## src/rtl/maxpool_engine_if.sv

```systemverilog
// Stream interface of maxpool_engine: input beats from conv_block and the pooled/bypassed output beats.
// The master modport is the side that feeds beats in and accepts results.
interface maxpool_engine_if #(
    parameter int DATA_WIDTH = 16,
    parameter int CONV_CORES = 8
);
    logic                             l_valid;
    logic                             l_rdy;
    logic [DATA_WIDTH*CONV_CORES-1:0] d_in;
    logic                             T_last_in;
    logic                             r_valid;
    logic                             r_rdy;
    logic [DATA_WIDTH*CONV_CORES-1:0] T_out;
    logic                             T_last_out;

    modport master (
        output l_valid, d_in, T_last_in, r_rdy,
        input  l_rdy, r_valid, T_out, T_last_out
    );

    modport slave (
        input  l_valid, d_in, T_last_in, r_rdy,
        output l_rdy, r_valid, T_out, T_last_out
    );
endinterface

```

## src/rtl/maxpool_engine.sv

```systemverilog
// maxpool_engine: vertical lane-pair max followed by a 1..MAX_POOL_W beat horizontal max window, or bypass.
// Optional feature: define MAXPOOL_RELU_EN to clamp every output lane at zero on the output-register load.
module maxpool_engine #(
    parameter int DATA_WIDTH = 16,
    parameter int CONV_CORES = 8,
    parameter int MAX_POOL_W = 4,
    parameter int CNT_WIDTH  = 2
) (
    input  logic                 clk,
    input  logic                 rstn,
    input  logic                 mode,
    input  logic [CNT_WIDTH-1:0] pool_w,
    maxpool_engine_if.slave      s
);
    localparam int HALF = CONV_CORES / 2;
    localparam int LW   = DATA_WIDTH * CONV_CORES;

    typedef logic signed [DATA_WIDTH-1:0] elem_t;

    function automatic elem_t smax(input elem_t a, input elem_t b);
        return (a >= b) ? a : b;
    endfunction

    function automatic elem_t out_clamp(input elem_t a);
`ifdef MAXPOOL_RELU_EN
        return a[DATA_WIDTH-1] ? '0 : a;
`else
        return a;
`endif
    endfunction

    logic                 r_init;
    logic                 r_mode_win;
    logic [CNT_WIDTH-1:0] r_pw_win;
    logic [CNT_WIDTH-1:0] r_count;
    elem_t                r_acc [HALF];
    logic                 r_valid;
    logic                 r_tlast;
    logic [LW-1:0]        r_tout;

    logic                 w_first;
    logic                 w_mode;
    logic [CNT_WIDTH-1:0] w_pw_sat;
    logic [CNT_WIDTH-1:0] w_pw;
    logic                 w_close;
    logic                 w_ready;
    logic                 w_accept;
    elem_t                w_pooled [HALF];
    logic [LW-1:0]        w_load;

    // Window parameters come live from the ports on the first beat, then from the latched copy.
    always_comb begin
        // NOTE: every combinational output gets a default first so no path leaves it unassigned (no latch).
        w_pw_sat = pool_w;
        if (int'(pool_w) > MAX_POOL_W - 1)
            w_pw_sat = CNT_WIDTH'(MAX_POOL_W - 1);
        w_first  = (r_count == '0);
        w_mode   = w_first ? mode : r_mode_win;
        w_pw     = w_first ? w_pw_sat : r_pw_win;
        w_close  = ~w_mode | s.T_last_in | (r_count == w_pw);
        // Only a beat that would load the output register has to wait for it.
        w_ready  = r_init & (~w_close | ~r_valid | s.r_rdy);
        w_accept = s.l_valid & w_ready;
    end

    always_comb begin
        elem_t w_hi;
        elem_t w_lo;
        elem_t w_v;
        for (int k = 0; k < HALF; k++) begin
            w_lo        = elem_t'(s.d_in[(2*k)*DATA_WIDTH +: DATA_WIDTH]);
            w_hi        = elem_t'(s.d_in[(2*k+1)*DATA_WIDTH +: DATA_WIDTH]);
            w_v         = smax(w_lo, w_hi);
            w_pooled[k] = w_first ? w_v : smax(r_acc[k], w_v);
        end
    end

    always_comb begin
        w_load = '0;
        if (w_mode) begin
            for (int k = 0; k < HALF; k++)
                w_load[k*DATA_WIDTH +: DATA_WIDTH] = out_clamp(w_pooled[k]);
        end else begin
            for (int i = 0; i < CONV_CORES; i++)
                w_load[i*DATA_WIDTH +: DATA_WIDTH] = out_clamp(elem_t'(s.d_in[i*DATA_WIDTH +: DATA_WIDTH]));
        end
    end

    // NOTE: sequential state uses non-blocking assignments so every flop samples pre-edge values.
    always_ff @(posedge clk or negedge rstn) begin
        if (!rstn) begin
            r_init     <= 1'b0;
            r_mode_win <= 1'b0;
            r_pw_win   <= '0;
            r_count    <= '0;
            r_valid    <= 1'b0;
            r_tlast    <= 1'b0;
            r_tout     <= '0;
            // NOTE: the accumulator array is small register state, so it is reset; a partial window must not survive reset.
            for (int k = 0; k < HALF; k++)
                r_acc[k] <= '0;
        end else begin
            r_init <= 1'b1;
            if (w_accept) begin
                if (w_first) begin
                    r_mode_win <= mode;
                    r_pw_win   <= w_pw_sat;
                end
                if (w_mode) begin
                    for (int k = 0; k < HALF; k++)
                        r_acc[k] <= w_pooled[k];
                    r_count <= w_close ? '0 : r_count + CNT_WIDTH'(1);
                end
                if (w_close) begin
                    r_tout  <= w_load;
                    r_tlast <= s.T_last_in;
                end
            end
            if (w_accept && w_close)
                r_valid <= 1'b1;
            else if (s.r_rdy)
                r_valid <= 1'b0;
        end
    end

    assign s.l_rdy      = w_ready;
    assign s.r_valid    = r_valid;
    assign s.T_out      = r_tout;
    assign s.T_last_out = r_tlast;
endmodule

```

## src/flat_wrapper.sv

```systemverilog
// flat-port wrapper written by rule: the top's interface ports become plain ports
module maxpool_engine_flat 
#(
    parameter int DATA_WIDTH = 16,
    parameter int CONV_CORES = 8,
    parameter int MAX_POOL_W = 4,
    parameter int CNT_WIDTH  = 2
)
  (clk, rstn, mode, pool_w, s_l_valid, s_d_in, s_T_last_in, s_r_rdy, s_l_rdy, s_r_valid, s_T_out, s_T_last_out);
  maxpool_engine_if #(.DATA_WIDTH(DATA_WIDTH), .CONV_CORES(CONV_CORES)) s_i ();
  input  logic clk;
  input  logic rstn;
  input  logic mode;
  input  logic [CNT_WIDTH-1:0] pool_w;
  input wire logic [$bits(s_i.l_valid)-1:0] s_l_valid;
  input wire logic [$bits(s_i.d_in)-1:0] s_d_in;
  input wire logic [$bits(s_i.T_last_in)-1:0] s_T_last_in;
  input wire logic [$bits(s_i.r_rdy)-1:0] s_r_rdy;
  output wire logic [$bits(s_i.l_rdy)-1:0] s_l_rdy;
  output wire logic [$bits(s_i.r_valid)-1:0] s_r_valid;
  output wire logic [$bits(s_i.T_out)-1:0] s_T_out;
  output wire logic [$bits(s_i.T_last_out)-1:0] s_T_last_out;
  assign s_i.l_valid = s_l_valid;
  assign s_i.d_in = s_d_in;
  assign s_i.T_last_in = s_T_last_in;
  assign s_i.r_rdy = s_r_rdy;
  assign s_l_rdy = s_i.l_rdy;
  assign s_r_valid = s_i.r_valid;
  assign s_T_out = s_i.T_out;
  assign s_T_last_out = s_i.T_last_out;
  maxpool_engine #(.DATA_WIDTH(DATA_WIDTH), .CONV_CORES(CONV_CORES), .MAX_POOL_W(MAX_POOL_W), .CNT_WIDTH(CNT_WIDTH)) u_core (.clk(clk), .rstn(rstn), .mode(mode), .pool_w(pool_w), .s(s_i));
endmodule
```

## config.mk

```make
export PLATFORM = sky130hd
export DESIGN_NAME = maxpool_engine_flat
export DESIGN_NICKNAME = d
export VERILOG_FILES = /design/src/rtl/maxpool_engine_if.sv /design/src/rtl/maxpool_engine.sv /design/src/flat_wrapper.sv
export SDC_FILE = /design/constraint.sdc
export NUM_CORES = 1
export LEC_CHECK = 0
export CORE_MARGIN = 4
export CORE_UTILIZATION = 40
export DETAILED_ROUTE_END_ITERATION = 10
export DONT_BUFFER_PORTS = 1
export PLACE_DENSITY = 0.6
export SLEW_MARGIN = 20
export SYNTH_ARGS = -nofsm -noshare
export SYNTH_HDL_FRONTEND = slang
export SYNTH_SLANG_ARGS = --single-unit
```

## constraint.sdc

```tcl
create_clock -name clk -period 6 [get_ports clk]
set_clock_uncertainty 0.15 [all_clocks]
set_input_delay 1.2 -clock clk [delete_from_list [all_inputs] [get_ports clk]]
set_output_delay 1.2 -clock clk [all_outputs]
set_load 0.02 [all_outputs]
```

; Word-level counts from Yosys, hierarchy flattened
; Cells that the tools add are included.
[classes]
n_eq_ne = 1
add_sub_neg = 1
bitwise_logic = 9
reduce_logical = 5
muxes = 19
magnitude_cmp = 8
[op_table]
columns = operator, n
row1 = 16-bit two-way mux, 12
row2 = 16-bit >= comparator, 8
row3 = 64-bit two-way mux, 2
row4 = 2-bit two-way mux, 2
row5 = 1-bit bitwise OR, 4
row6 = 2-bit AND reduction, 2
row7 = 1-bit two-way mux, 3
row8 = 1-bit inverter, 3
row9 = 2-bit by 1-bit adder with 2-bit output (second input constant), 1
row10 = 1-bit AND, 2
row11 = 2-bit == test, 1
row12 = 2-bit zero test, 1
row13 = 2-bit nonzero test, 1
row14 = 1-bit logical AND, 1
[totals]
ff_bits = 200
out_inout_bits = 131
inputBits = 136

; Logic depth before layout (Yosys ltp)
[depth]
depth_word = 12
mapped_depth = 21
mapped_depth_nobuf = 17

; Worst setup path after synthesis
; Ideal clock, no wire load.
[synth_path]
path_kind = input to register
start = in s_d_in[31]
end = reg u_core.r_acc[53] in the netlist's numbering
arrival_time_ns = 5.233
cell_stages = 19
path_slack_ns = 0.538
n_path_buf = 3
required_ns = 5.771
setup_time_ns = 0.079
cell_sequence = inv_1 ha_1 nand4_1 or4_1 nand3_1 and4b_1 clkbuf_1 o21ai_0 nor2b_1 ha_1 nor2b_1 o211ai_1 a2111oi_0 or4_1 and2_1 buf_2 a21oi_4 buf_6 mux2i_1
[synth_via]
elab_chain_len = 5
[synth_rtl]
columns = item, line_no
row1 = from (decl), flat_wrapper.sv:16  ; input wire logic [$bits(s_i.d_in)-1:0] s_d_in;
row2 = 16-bit >= comparator, maxpool_engine.sv:21  ; return (a >= b) ? a : b;
row3 = 16-bit two-way mux *, maxpool_engine.sv:21
row4 = 16-bit >= comparator, maxpool_engine.sv:21
row5 = 16-bit two-way mux, maxpool_engine.sv:21
row6 = 16-bit two-way mux *, maxpool_engine.sv:74  ; w_pooled[k] = w_first ? w_v : smax(r_acc[k], w_v);
row7 = "to (signal, indexed assignment)", maxpool_engine.sv:111  ; r_acc[k] <= w_pooled[k];
row8 = to (decl), maxpool_engine.sv:36  ; elem_t r_acc [HALF];
; Every way passes the cells marked *; elsewhere a longest branch is shown, timed or not.
; A chain may end at the register's enable or synchronous reset.

; Worst setup path after layout
[layout_path]
start = in s_d_in[49]
end = reg u_core.r_tout[18] (netlist: u_core.s.T_out[18])
[layout_via]
elab_chain_len = 6
[layout_rtl]
columns = item, line_no
row1 = 16-bit >= comparator, maxpool_engine.sv:21
row2 = 16-bit two-way mux *, maxpool_engine.sv:21
row3 = 16-bit >= comparator, maxpool_engine.sv:21
row4 = 16-bit two-way mux, maxpool_engine.sv:21
row5 = 16-bit two-way mux *, maxpool_engine.sv:74
row6 = 64-bit two-way mux *, maxpool_engine.sv:80  ; if (w_mode) begin
row7 = to (signal assigned), maxpool_engine.sv:115  ; r_tout <= w_load;
row8 = to (decl), maxpool_engine.sv:39  ; logic [LW-1:0] r_tout;
; Marked as above.

==> run_results.csv <==
group,metric,value,unit
global_routing,grt_pass1_wl,59500,µm
place,dp.cells,1698,
sta,tightest_slew,0.999,ns
power,clkPwrFrac,17.9,%
drt,wl_met1,16500,µm
cells_and_area,layout-drive-gt1-share,7.23,%
drt,via_count,9989,
sta,max_freq,177,MHz
cells_and_area,nFillCells,2990,
setup_path,cp.arrival,5.77,ns
logic_synthesis,synth-main-ff-cell,"dfrtp_1",
cells_and_area,multiInputGateArea,6750,µm²
die,core_area,31500,µm²
setup_path,r2r_end,"u_core.s.T_out[18]$_DFFE_PN0P_",
sta,setup_viol,0,
global_routing,grt.total_usage,21.6,%
cells_and_area,layout_common_cells,"200 x dfrtp_1, 155 x inv_1, 129 x ha_1",
clocking,hold_buffers,0,
sta,timing.slew.headroom,33.4,%
drt,dr_wl_met2,18400,µm
logic_synthesis,synth_nets,1592,
cells_and_area,final-instance-count-excl-fill,1730,
clocking,cts_sinks,200,
sta,period_minus_slack,5.65,ns
clocking,clockBufferDepth,2,
logic_synthesis,synthAdderAreaFrac,12.7,%
cells_and_area,final_nets,1580,
die,rows,65,
drt,wirelength,38500,µm
logic_synthesis,synthCells,1327,
die,ios,267,
worst_hold_path,hold_path.class,"in2async",
drt,via_per_inst,5.77,
drt,routed.top_layer,"met4",
sta,drv_slew,0,
die,initial_core_util,40.5,%
logic_synthesis,ys_types,55,
logic_synthesis,syn_area_per_cell,9.60,µm²
cells_and_area,antenna-diode-count,0,
place,port_buffers,0,
drt,route.met3.wl,2810,µm
logic_synthesis,yosysSeqAreaShare,39.3,%
setup_path,crit_fanout,12,
logic_synthesis,synthArstFlopShare,100,%
global_routing,overflow,0,
logic_synthesis,synthMuxAreaShare,9.57,%
power,power_switching_share,46.6,%
logic_synthesis,yosysWarnings,0,
place,routabilityCongestion,0.867,
drt,drcViolationCount,0,
power,ir_drop,228,µV
power,p_leak,6.83,nW
drt,drt_iter0_drc,560,
power,seqPwrFrac,45.0,%
power,p_int,0.00361,W
global_routing,grt_pass1_vias,9963,
drt,first_pass_iters,7,
logic_synthesis,synth_edf_count,0,
die,die_h,186,µm
place,dpl.hpwl,29300,µm
clocking,clockRootBuffer,"clkbuf_16",
setup_path,r2r_start,"u_core.r_count[0]$_DFFE_PN0P_",
sta,setup_tns,0,ns
clocking,clk_pin_slew_worst_paths,0.09,ns
logic_synthesis,synth_xor_xnor_area_share,0.137,%
run,max-cap-violations,0,
drt,ant_nets,0,
die,die_width,186,µm
die,dieArea,34800,µm²
sta,rsz0062_at_grt,"no",
setup_path,reg2reg_depth,10,
logic_synthesis,synthSimpleGateAreaFrac,13.9,%
setup_path,worst_setup_path_end_kind,"flop",
logic_synthesis,netlist_area,12700,µm²
clocking,cts_max_level,4,
power,power.share.combinational,37.1,%
power,power_density,489,nW/µm²
clocking,cts_tree,"done",
setup_path,crit_type,"in2reg",
cells_and_area,final_common_cell,"dfrtp_1",
clocking,post_cts_buffers,0,
clocking,post_cts_resized,0,
logic_synthesis,synth_top_family_by_area,"compound AO/OA/AOI/OAI gates",
setup_path,reg2reg_setup_slack,2.19,ns
logic_synthesis,synth_compound_area_share,16.5,%
clocking,cts_made_buffers,17,
drt,wl_per_cell,22.3,µm
clocking,clk_latency,0.44,ns
setup_path,worst_setup_path_start_kind,"input port",
sta,finalCritPeriodShare,94.1,%
setup_path,cp.required,6.12,ns
global_routing,antenna_found_initial,0,
global_routing,grt_max_degree,201,
run_status,outcome,"finished clean",
cells_and_area,syn_to_final_growth,8.60,%
cells_and_area,seq_area,5000,µm²
logic_synthesis,ys_seq_elements,200,
sta,hold_viol_final,0,
power,power.switching,0.00316,W
-- sequential cells by signal, summed over array words and instances (netlist names) --
| register | count |
|---|---|
| u_core.s.T_last_out | 1 |
| u_core.r_count | 2 |
| u_core.s.T_out | 128 |
| u_core.s.r_valid | 1 |
| u_core.r_pw_win | 2 |
| u_core.r_acc | 64 |
| u_core.r_init | 1 |
| u_core.r_mode_win | 1 |
-- per-stage QoR --
step	hold WS, ns	worst slack [ns]	utilization, %	area, µm²	power [W]
final	0.296	0.352	44.0	13800	0.00677
after global routing	0.267	0.0903	44.0	13800	0.00726
after CTS	0.267	0.407	44.0	13800	0.00682
after detailed placement	0.368	-0.0612	42.0	13200	0.00558
after global placement	0.360	-0.139	42.0	13200	0.00552
after floorplan	0.344	0.538	-	12700	0.00476
-- cell type report --
cell class | count | area share (%)
Multi-Input combinational cell | 898 | 48.8
Clock buffer | 18 | 3.17
Clock inverter | 14 | 1.26
Tap cell | 402 | 3.63
Inverter | 155 | 4.20
Sequential cell | 200 | 36.2
Timing Repair Buffer | 43 | 2.78
-- cell families (layout without fill, tap and decap cells) --
kind of cell | after synthesis | count (layout)
DFF | 200 | 200
buffers and inverters | 229 | 230
xor gates and xnor gates | 2 | 2
adders and majority gates | 129 | 129
AOI/OAI and AO/OA | 295 | 295
muxes | 121 | 121
other | 1 | 1
and+or+nand+nor | 350 | 350
-- power by group through the flow --
stage	sequential (W)	clock [W]	combinational (W)
floorplan	0.00284	0	0.00191
global placement	0.00308	0	0.00244
detailed placement	0.00307	0	0.00251
CTS	0.00306	0.00124	0.00252
global route	0.00313	0.00130	0.00283
finish	0.00305	0.00121	0.00251
-- worst max-delay path: stages --
cell and delay (ns):
inv_1 0.04, ha_1 0.28, nor2b_1 0.14, o211ai_1 0.19, a2111oi_0 0.14, nor4b_1 0.38
mux2_2 0.54, mux2i_1 0.42, ha_1 0.35, nand4_1 0.18, nor2_1 0.06, a221o_1 0.31
a211o_1 0.28, mux2i_1 0.13, nor3_1 0.71, buf_4 0.31, a221oi_1 0.10
-- worst max path at each step --
stage	from	endpoint	slack, ns	depth (start not counted)
after floorplan	s_d_in[31]	u_core.r_acc[53]$_DFFE_PN0P_	0.54	19
after global placement	s_d_in[127]	u_core.s.T_out[48]$_DFFE_PN0P_	-0.14	16
after detailed placement	s_d_in[49]	u_core.s.T_out[18]$_DFFE_PN0P_	-0.06	17
after CTS	s_d_in[49]	u_core.s.T_out[18]$_DFFE_PN0P_	0.41	17
after global routing	s_d_in[49]	u_core.s.T_out[18]$_DFFE_PN0P_	0.09	17
final	s_d_in[49]	u_core.s.T_out[18]$_DFFE_PN0P_	0.35	17
-- per-layer routing --
metal,vias to the layer above,track usage (%)
li1,4800,-
met1,4873,27.5
met2,284,36.1
met3,32,6.29
met4,0,5.86
met5,-,0
-- cells in the mapped netlist, types with 4 or more instances --
master     instances  area [µm²]
dfrtp_1          200        5000
a21o_1            12        90.1
buf_1              4        15.0
a2111oi_0          6        52.6
nor2b_1           23         144
o21ai_0           72         360
buf_2             22         110
nor3_1            18        90.1
inv_1            155         582
a22o_1            15         131
nor4b_1            4        35.0
nand3_1           82         410
buf_6             12         135
o41ai_1            6        52.6
or4_1              4        30.0
a221oi_2           4        60.1
buf_4              7        52.6
nand4_1           33         206
a21oi_1           52         260
nand2_1          119         447
o31ai_1           33         248
or3_1             19         119
mux2_2             4        45.0
a221oi_1          59         517
clkbuf_1          29         109
nor2_1            21        78.8
o211ai_1           8        60.1
nand3b_1          15         113
mux2i_1          116        1160
a211oi_1           4        30.0
ha_1             129        1610
No activity file was read; power rests on OpenSTA's default activity.
